### src/rtl/lvl_state_mover.sv
// lvl_state_mover: moves level-state slots between a flat level-state array
// and a word-wide level-state memory.
// Load:   memory words base..base+n-1 go into array slots 0..n-1.
// Unload: a snapshot of array slots 0..n-1 goes to memory words base..base+n-1.
// Optional feature macro LVL_MOVER_CLR_EN adds one cycle after the last unload
// write. In that cycle the transferred slots are written with zero.
// Slot 0 sits in the MSBs of the array buses and maps to wr_states bit NUM_LVLS-1.

// One array slot. It drives its write enable and its write data. The data
// bus is zero unless a load writeback targets this slot, so clearing a slot
// is just an enable with zero data.
module lvl_slot_lane #(
    parameter int W = 11
) (
    input  logic         ld_sel,
    input  logic         clr_sel,
    input  logic [W-1:0] rdata,
    output logic         we,
    output logic [W-1:0] dout
);
    assign we   = ld_sel | clr_sel;
    assign dout = ld_sel ? rdata : '0;
endmodule

module lvl_state_mover #(
    parameter int NUM_LVLS         = 8,
    parameter int WIDTH_LVL_STATES = 11,
    parameter int WIDTH_ADDR       = 12
) (
    input  logic                                 clk,
    input  logic                                 rst,
    input  logic                                 start_load_i,
    input  logic                                 start_unload_i,
    input  logic [WIDTH_ADDR-1:0]                base_addr_i,
    input  logic [3:0]                           num_lvls_i,
    output logic                                 mem_rd_o,
    output logic                                 mem_wr_o,
    output logic [WIDTH_ADDR-1:0]                mem_addr_o,
    output logic [WIDTH_LVL_STATES-1:0]          mem_wdata_o,
    input  logic [WIDTH_LVL_STATES-1:0]          mem_rdata_i,
    output logic [NUM_LVLS-1:0]                  wr_states_o,
    output logic [WIDTH_LVL_STATES*NUM_LVLS-1:0] lvl_states_o,
    input  logic [WIDTH_LVL_STATES*NUM_LVLS-1:0] lvl_states_i,
    output logic                                 busy_o,
    output logic                                 done_o
);
    localparam logic [3:0] NMAX = 4'(NUM_LVLS);

    typedef enum logic [2:0] {IDLE, LOAD, LOAD_WB, UNLOAD, CLEAR, DONE} state_t;

    state_t                                     state_q, state_d;
    logic [3:0]                                 cnt_q, cnt_d;
    logic [3:0]                                 n_q, n_sat;
    logic [WIDTH_ADDR-1:0]                      base_q;
    logic [NUM_LVLS-1:0][WIDTH_LVL_STATES-1:0]  snap_q;
    logic                                       wb_vld_q;
    logic [3:0]                                 wb_idx_q;
    logic                                       accept;

    // Requests above the array size are clamped to a full-array transfer.
    assign n_sat  = (num_lvls_i > NMAX) ? NMAX : num_lvls_i;
    assign accept = (state_q == IDLE) && (start_load_i || start_unload_i);

    // State, index counter and the parameters captured at the accepting edge.
    always_ff @(posedge clk or posedge rst) begin
        if (rst) begin
            state_q <= IDLE;
            cnt_q   <= '0;
            n_q     <= '0;
            base_q  <= '0;
            snap_q  <= '0;
        end else begin
            state_q <= state_d;
            cnt_q   <= cnt_d;
            if (accept) begin
                n_q    <= n_sat;
                base_q <= base_addr_i;
                snap_q <= lvl_states_i;
            end
        end
    end

    // Read data returns one cycle after its strobe, so the slot index is
    // delayed by one cycle to line up with the data.
    always_ff @(posedge clk or posedge rst) begin
        if (rst) begin
            wb_vld_q <= 1'b0;
            wb_idx_q <= '0;
        end else begin
            wb_vld_q <= mem_rd_o;
            wb_idx_q <= cnt_q;
        end
    end

    // Next-state logic. A simultaneous request resolves to the load.
    always_comb begin
        state_d = state_q;
        cnt_d   = cnt_q;
        case (state_q)
            IDLE: begin
                cnt_d = '0;
                if (start_load_i)
                    state_d = (n_sat == '0) ? DONE : LOAD;
                else if (start_unload_i)
                    state_d = (n_sat == '0) ? DONE : UNLOAD;
            end
            LOAD: begin
                cnt_d = cnt_q + 4'd1;
                if (cnt_q == n_q - 4'd1) state_d = LOAD_WB;
            end
            LOAD_WB: state_d = DONE;
            UNLOAD: begin
                cnt_d = cnt_q + 4'd1;
`ifdef LVL_MOVER_CLR_EN
                if (cnt_q == n_q - 4'd1) state_d = CLEAR;
`else
                if (cnt_q == n_q - 4'd1) state_d = DONE;
`endif
            end
            CLEAR:   state_d = DONE;
            DONE:    state_d = IDLE;
            default: state_d = IDLE;
        endcase
    end

    // Memory side: strobes, address and unload data.
    // All of these are zero outside the transfer cycles.
    always_comb begin
        mem_rd_o    = (state_q == LOAD);
        mem_wr_o    = (state_q == UNLOAD);
        mem_addr_o  = '0;
        mem_wdata_o = '0;
        if (mem_rd_o || mem_wr_o)
            mem_addr_o = base_q + WIDTH_ADDR'(cnt_q);
        for (int i = 0; i < NUM_LVLS; i++)
            if (mem_wr_o && (cnt_q == 4'(i)))
                mem_wdata_o = snap_q[NUM_LVLS-1-i];
    end

    assign busy_o = (state_q == LOAD) || (state_q == LOAD_WB) ||
                    (state_q == UNLOAD) || (state_q == CLEAR);
    assign done_o = (state_q == DONE);

    // Array side: one lane per slot.
    for (genvar i = 0; i < NUM_LVLS; i++) begin : g_lane
        lvl_slot_lane #(.W(WIDTH_LVL_STATES)) u_lane (
            .ld_sel  (wb_vld_q && (wb_idx_q == 4'(i))),
            .clr_sel ((state_q == CLEAR) && (4'(i) < n_q)),
            .rdata   (mem_rdata_i),
            .we      (wr_states_o[NUM_LVLS-1-i]),
            .dout    (lvl_states_o[WIDTH_LVL_STATES*(NUM_LVLS-i)-1 -: WIDTH_LVL_STATES])
        );
    end
endmodule

### config.mk
export PLATFORM = sky130hd
export DESIGN_NAME = lvl_state_mover
export DESIGN_NICKNAME = d
export VERILOG_FILES = /design/src/rtl/lvl_state_mover.sv
export SDC_FILE = /design/constraint.sdc
export NUM_CORES = 1
export LEC_CHECK = 0
export CAP_MARGIN = 0
export CORE_ASPECT_RATIO = 1.5
export CORE_MARGIN = 1
export CORE_UTILIZATION = 40
export DETAILED_ROUTE_END_ITERATION = 12
export PLACE_DENSITY = 0.73
export SLEW_MARGIN = 20
export SYNTH_ARGS = -nofsm -noshare
export SYNTH_HDL_FRONTEND = slang
export SYNTH_HIERARCHICAL = 1
export SYNTH_SLANG_ARGS = --single-unit
### constraint.sdc
create_clock -name clk -period 9.6 [get_ports clk]
set_clock_uncertainty 0.2 [all_clocks]
set_input_delay 1.92 -clock clk [delete_from_list [all_inputs] [get_ports clk]]
set_output_delay 1.92 -clock clk [all_outputs]
set_load 0.05 [all_outputs]
# After elaboration in Yosys (flattened, before gate mapping)

Index checks and enable logic that the tools add are counted.

Input bits: 119
Word-level logic and storage cells: 121
Bits in registers: 116
Output and inout port bits: 123

Multiplexer cells: 26
Add/subtract/negate cells: 3
Equality and inequality tests: 23
Bitwise logic cells: 8
Reductions and logical operators: 38
Magnitude comparators: 9

Operators with widths:

| operator                                                                     | number |
|---|---|
| 11-bit 2-to-1 mux                                                            | 16 |
| 4-bit by 3-bit == test with 1-bit output (second input constant)             | 8 |
| 1-bit logical AND                                                            | 25 |
| 3-bit 2-to-1 mux                                                             | 6 |
| 4-bit by 2-bit == test with 1-bit output (second input constant)             | 4 |
| 3-bit by 4-bit less-than comparator with 1-bit output (first input constant) | 4 |
| 12-bit by 4-bit adder with 12-bit output                                     | 1 |
| 4-bit zero test                                                              | 3 |
| 12-bit 2-to-1 mux                                                            | 1 |
| 3-bit one-hot mux with 4 select lines                                        | 1 |
| 4-bit by 1-bit == test with 1-bit output (second input constant)             | 2 |
| 1-bit by 4-bit less-than comparator with 1-bit output (first input constant) | 2 |
| 2-bit by 4-bit less-than comparator with 1-bit output (first input constant) | 2 |
| 1-bit OR                                                                     | 8 |
| 4-bit one-hot mux with 2 select lines                                        | 1 |
| 3-bit by 2-bit == test with 1-bit output (second input constant)             | 2 |
| 3-bit == test (second input constant)                                        | 2 |
| 1-bit logical OR                                                             | 5 |
| 4-bit by 1-bit adder with 4-bit output (second input constant)               | 1 |
| 4-bit == test                                                                | 1 |
| 4-bit greater-than comparator (second input constant)                        | 1 |
| 4-bit 2-to-1 mux                                                             | 1 |
| 2-bit by 1-bit != test with 1-bit output (second input constant)             | 2 |
| 2-bit OR reduction                                                           | 2 |
| 6 further kinds                                                              | 6 |

# Logic depth before layout (Yosys ltp)

Depth in word-level cells: 10
Depth in mapped cells: 8
Depth with buffers taken out: 7

# By module

The synthesis kept the hierarchy.

Modules (own cells, without submodules):

| module          | area an instance (µm²) | instances | cells each | sequential area each (µm²) |
|---|---|---|---|---|
| lvl_state_mover | 5833.1                 | 1         | 515        | 2902.8 |
| lvl_slot_lane   | 95.1                   | 8         | 13         | 0.0 |

# Worst setup path after synthesis

No wires, ideal clock.

Path type: reg-to-output
Start point: register cnt_q[1]
End point: output port mem_wdata_o[2]
Data required time: 7.480 ns
Arrival time: 2.708 ns
Buffers on the path: 2
Stages on the path, launching flop included: 7
Slack: 4.772 ns
Path through: dfrtp_1 ha_1 clkbuf_1 clkbuf_1 o21ai_1 o221ai_1 o21ai_0

Word-level cells in the longest chain between the ends: 10
Elaborated cells between the ends (all ways): 24
Those cells by class: eq/ne: 7; mux: 8; reduce/logical: 9

RTL lines:

| what                           | line | source |
|---|---|---|
| from (decl)                    | 52   | `logic [3:0] cnt_q, cnt_d;` |
| from (signal assigned)         | 74   | `cnt_q <= cnt_d;` |
| 4-bit zero test                | 136  | `if (mem_wr_o && (cnt_q == 4'(i)))` |
| 1-bit logical AND              | 136  |  |
| 11-bit 2-to-1 mux (7 in a row) | 136  |  |
| 11-bit 2-to-1 mux (*)          | 136  |  |
| to (decl)                      | 39   | `output logic [WIDTH_LVL_STATES-1:0] mem_wdata_o,` |

Mark *: on every way between the ends. The rest lies on a longest branch, timed or not.

# Worst setup path after layout

Start point: register cnt_q[1]
End point: output port mem_wdata_o[6]

Same word-level chain as after synthesis.

==> summary.md <==
| Metric | Value |
|---|---|
| Outcome | `complete, no violations` |
| Yosys cell types | `48` |
| Vertical extent of the die | `159 um` |
| Die width | `107 um` |
| Largest net degree at the start of global routing | `79` |
| Arrival time worst endpoint | `3.93 ns` |
| Headroom to the max-slew limit | `0.341` |
| CP peak stage delay | `0.84 ns` |
| Power consumption | `3150 uW` |
| Register-to-Register Path Depth | `3` |
| Via-to-Cell Ratio | `5.21` |
| Diode insertion count for antenna repair | `0` |
| Hold Path Depth | `1` |
| Origin of the critical flop-to-flop path | `state_q[1]$_DFFE_PP0P_` |
| Effective utilization at floorplan | `0.407` |
| DR vias | `5557` |
| Wire length of the first global-routing pass | `29.9 mm` |
| Net count of the finished layout | `980` |
| Area grow syn2layout | `46.5%` |
| Antenna Violating Nets Remaining | `0` |
| Post-Synthesis Cell Area | `6590 sq um` |
| Final TNS setup | `0 ns` |
| Cts bufs inserted | `17` |
| Cell Pwr Density | `326 nW/um^2` |
| Fraction of the yosys area taken by sequential cells | `0.440` |
| CP Capture Type | `output pin` |
| Launching element type of the critical path | `flop` |
| Port Buffers | `241` |
| Number of slew-limit violations in the final report | `0` |
| RR Endpoint | `snap_q[17]$_DFFE_PP0P_` |
| Highest attainable clock frequency | `165 MHz` |
| Synth top cells by count | `sky130_fd_sc_hd__dfrtp_1, sky130_fd_sc_hd__mux2_2, sky130_fd_sc_hd__and2_2` |
| Area of the placeable core | `16200 sq um` |
| Tightest Pin Transition | `0.989 ns` |
| Count of max-cap constraint violations | `0` |
| Die Area | `17000 sq um` |
| Root buffer selected by CTS | `sky130_fd_sc_hd__clkbuf_16` |
| Final RePlAce weighted congestion | `0.820` |
| Mean instance size in the synthesized netlist | `10.7 sq um` |
| Quantity of hold-fixing buffers added after cts | `0` |
| Period minus WS final | `6.05 ns` |
| Layout filler cell count | `1396` |
| Via count of the first global-routing pass | `5804` |
| IR Drop Worst-Case VDD | `0.000180 V` |
| Sinks on Clock Net | `116` |
| Crit path kind | `flop to output pin` |
| Standard-cell rows | `57` |
| CTS tree | `yes` |
| Post-CTS sizing | `0` |
| Synth warnings | `6` |
| Worst reg-to-reg setup slack | `7.11 ns` |
| Cell with the largest stage delay on the worst path | `sky130_fd_sc_hd__clkdlybuf4s50_1` |
| Setup Viol. Count Final | `0` |
| Global routing usage summed across all routing layers | `0.228` |
| Largest area contributor in the synthesized netlist | `sky130_fd_sc_hd__dfrtp_1` |
| Instance count of the mapped netlist | `619` |
| Critical-path maximum fanout | `26` |
| Dominant cell by count in the synthesized netlist | `sky130_fd_sc_hd__dfrtp_1` |
| Number of flops mapped to enable cells by yosys | `0` |
| Number of antenna violations at the first check in global routing | `0` |
| Cells traversed along the worst timing path | `ha_1 -> nand3_1 -> nor2_1 -> a22oi_1 -> o21ai_1 -> clkdlybuf4s50_1` |
| Synth Flop Type | `sky130_fd_sc_hd__dfrtp_1` |
| Post-Synthesis Net Count | `751` |
| Hold Crit Endpoint | `snap_q[57]$_DFFE_PP0P_` |
| Insertion delay to the later sink of the worst-skew pair | `0.40 ns` |
| Hold path startpoint | `snap_q[57]$_DFFE_PP0P_` |
| Data required time of the worst path | `7.48 ns` |
| Total wire length after detailed routing | `19.0 mm` |
| H-Tree Level Count | `4` |
| RSZ-0062 raised after global routing | `no` |
| Final hold vios | `0` |
| Period utilisation layout | `0.630` |
| Number of register bits inferred by synthesis | `116` |
| Post-layout util | `0.597` |
| Biggest area contributors in the synthesized netlist | `sky130_fd_sc_hd__dfrtp_1, sky130_fd_sc_hd__mux2_2, sky130_fd_sc_hd__and2_2` |
| Maximum count of clock buffers along a single path | `2` |
| Detailed-router iteration count before antenna repair | `4` |
| Remaining global-route overflow | `0` |
| Starting DRT DRC Count | `274` |
| Leak Pwr | `0.00388 uW` |
| Share of the synthesized area in the top cell type | `0.440` |
| Post-synth ARST share | `1.00` |
| Number of buffers inserted by post-CTS setup repair | `0` |
| WL/cell | `17.8 um` |
| Fraction of layout instances using a drive strength above 1 | `0.233` |
| Clock-pin slew on the worst setup and hold paths | `0.05 ns` |
| Io pins | `242` |
| DRC Markers | `0` |
| Detail Placement HPWL | `14.5 mm` |
| Hold WC Path Type | `flop to flop` |
## metrics by stage
step	area (sq um)	hold slack, ns	cells	setup slack, ns
after floorplan	6590	0.175	619	4.41
after global placement	9080	0.277	1035	3.94
after detailed placement	9080	0.288	1035	3.92
after CTS	9660	0.301	1067	3.59
after global routing	9660	0.309	1067	3.35
final	9660	0.300	1067	3.55
## worst max-delay path, delay by kind of cell, from the launching register on
family	cells	cell delay [ns]
compound gates	2	0.40
fa+ha+maj	1	0.79
simple gates	2	0.92
buf+inv	1	0.84
flops	1	0.57
## cells by family (layout without fill, tap and decap cells)
| logic type | after synthesis | in the layout | synth area share |
|---|---|---|---|
| xor gates and xnor gates | 12 | 12 | 0.0159 |
| adders and majority gates | 13 | 13 | 0.0258 |
| and+or+nand+nor | 231 | 231 | 0.212 |
| buffers and inverters | 46 | 288 | 0.0397 |
| muxes | 102 | 102 | 0.174 |
| DFF | 116 | 116 | 0.440 |
| AOI/OAI and AO/OA | 99 | 99 | 0.0922 |
## report_power, final
part	leakage [uW]	total [uW]	internal, uW	switching [uW]
registers	0.00137	927	739	188
clock network	0.000285	616	385	231
logic	0.00222	1610	676	935
## sequential cells by signal (all words and copies together) (netlist names)
name / flops
n_q: 4
wb_vld_q: 1
wb_idx_q: 4
snap_q: 88
cnt_q: 4
base_q: 12
state_q: 3
## routing by layer
layer / vias up / global-route usage / share of wire
met5: - / 0 / 0
met4: 0 / 0.103 / 0.031
met3: 32 / 0.0581 / 0.064
met2: 230 / 0.435 / 0.55
met1: 2682 / 0.224 / 0.35
li1: 2613 / - / -
## cells in the final DEF (no fill, tap or decap), drive strengths merged, types with 15 or more instances in the layout
master         synthesis  final
o21ai                 47     47
clkbuf                11     18
a21oi                 15     15
inv                   11     15
mux2                 101    101
nor2                  29     29
clkdlybuf4s50          0    241
dfrtp                116    116
and2                  93     93
nand2                 35     35
## worst max-delay path by stage
stage / startpoint / to / slack, ns / depth (start not counted)
floorplan: rst / base_q[0]$_DFFE_PP0P_ / 4.41 / 1
finish: cnt_q[1]$_DFFE_PP0P_ / mem_wdata_o[6] / 3.55 / 6
detailed placement: mem_rdata_i[7] / lvl_states_o[18] / 3.92 / 3
global route: cnt_q[1]$_DFFE_PP0P_ / mem_wdata_o[10] / 3.35 / 6
global placement: mem_rdata_i[7] / lvl_states_o[18] / 3.94 / 3
CTS: cnt_q[1]$_DFFE_PP0P_ / mem_wdata_o[10] / 3.59 / 6
## area by class of cell
type	count	area, sq um	area share
multi-input cells	457	3430	0.355
flip-flops and latches	116	2900	0.300
repair buffers	245	2440	0.253
clock buffers	18	429	0.0444
well taps	206	258	0.0267
clock inverters	14	153	0.0158
inverters	11	43.8	0.00453
Note: power is estimated with default switching activity, not from simulation.
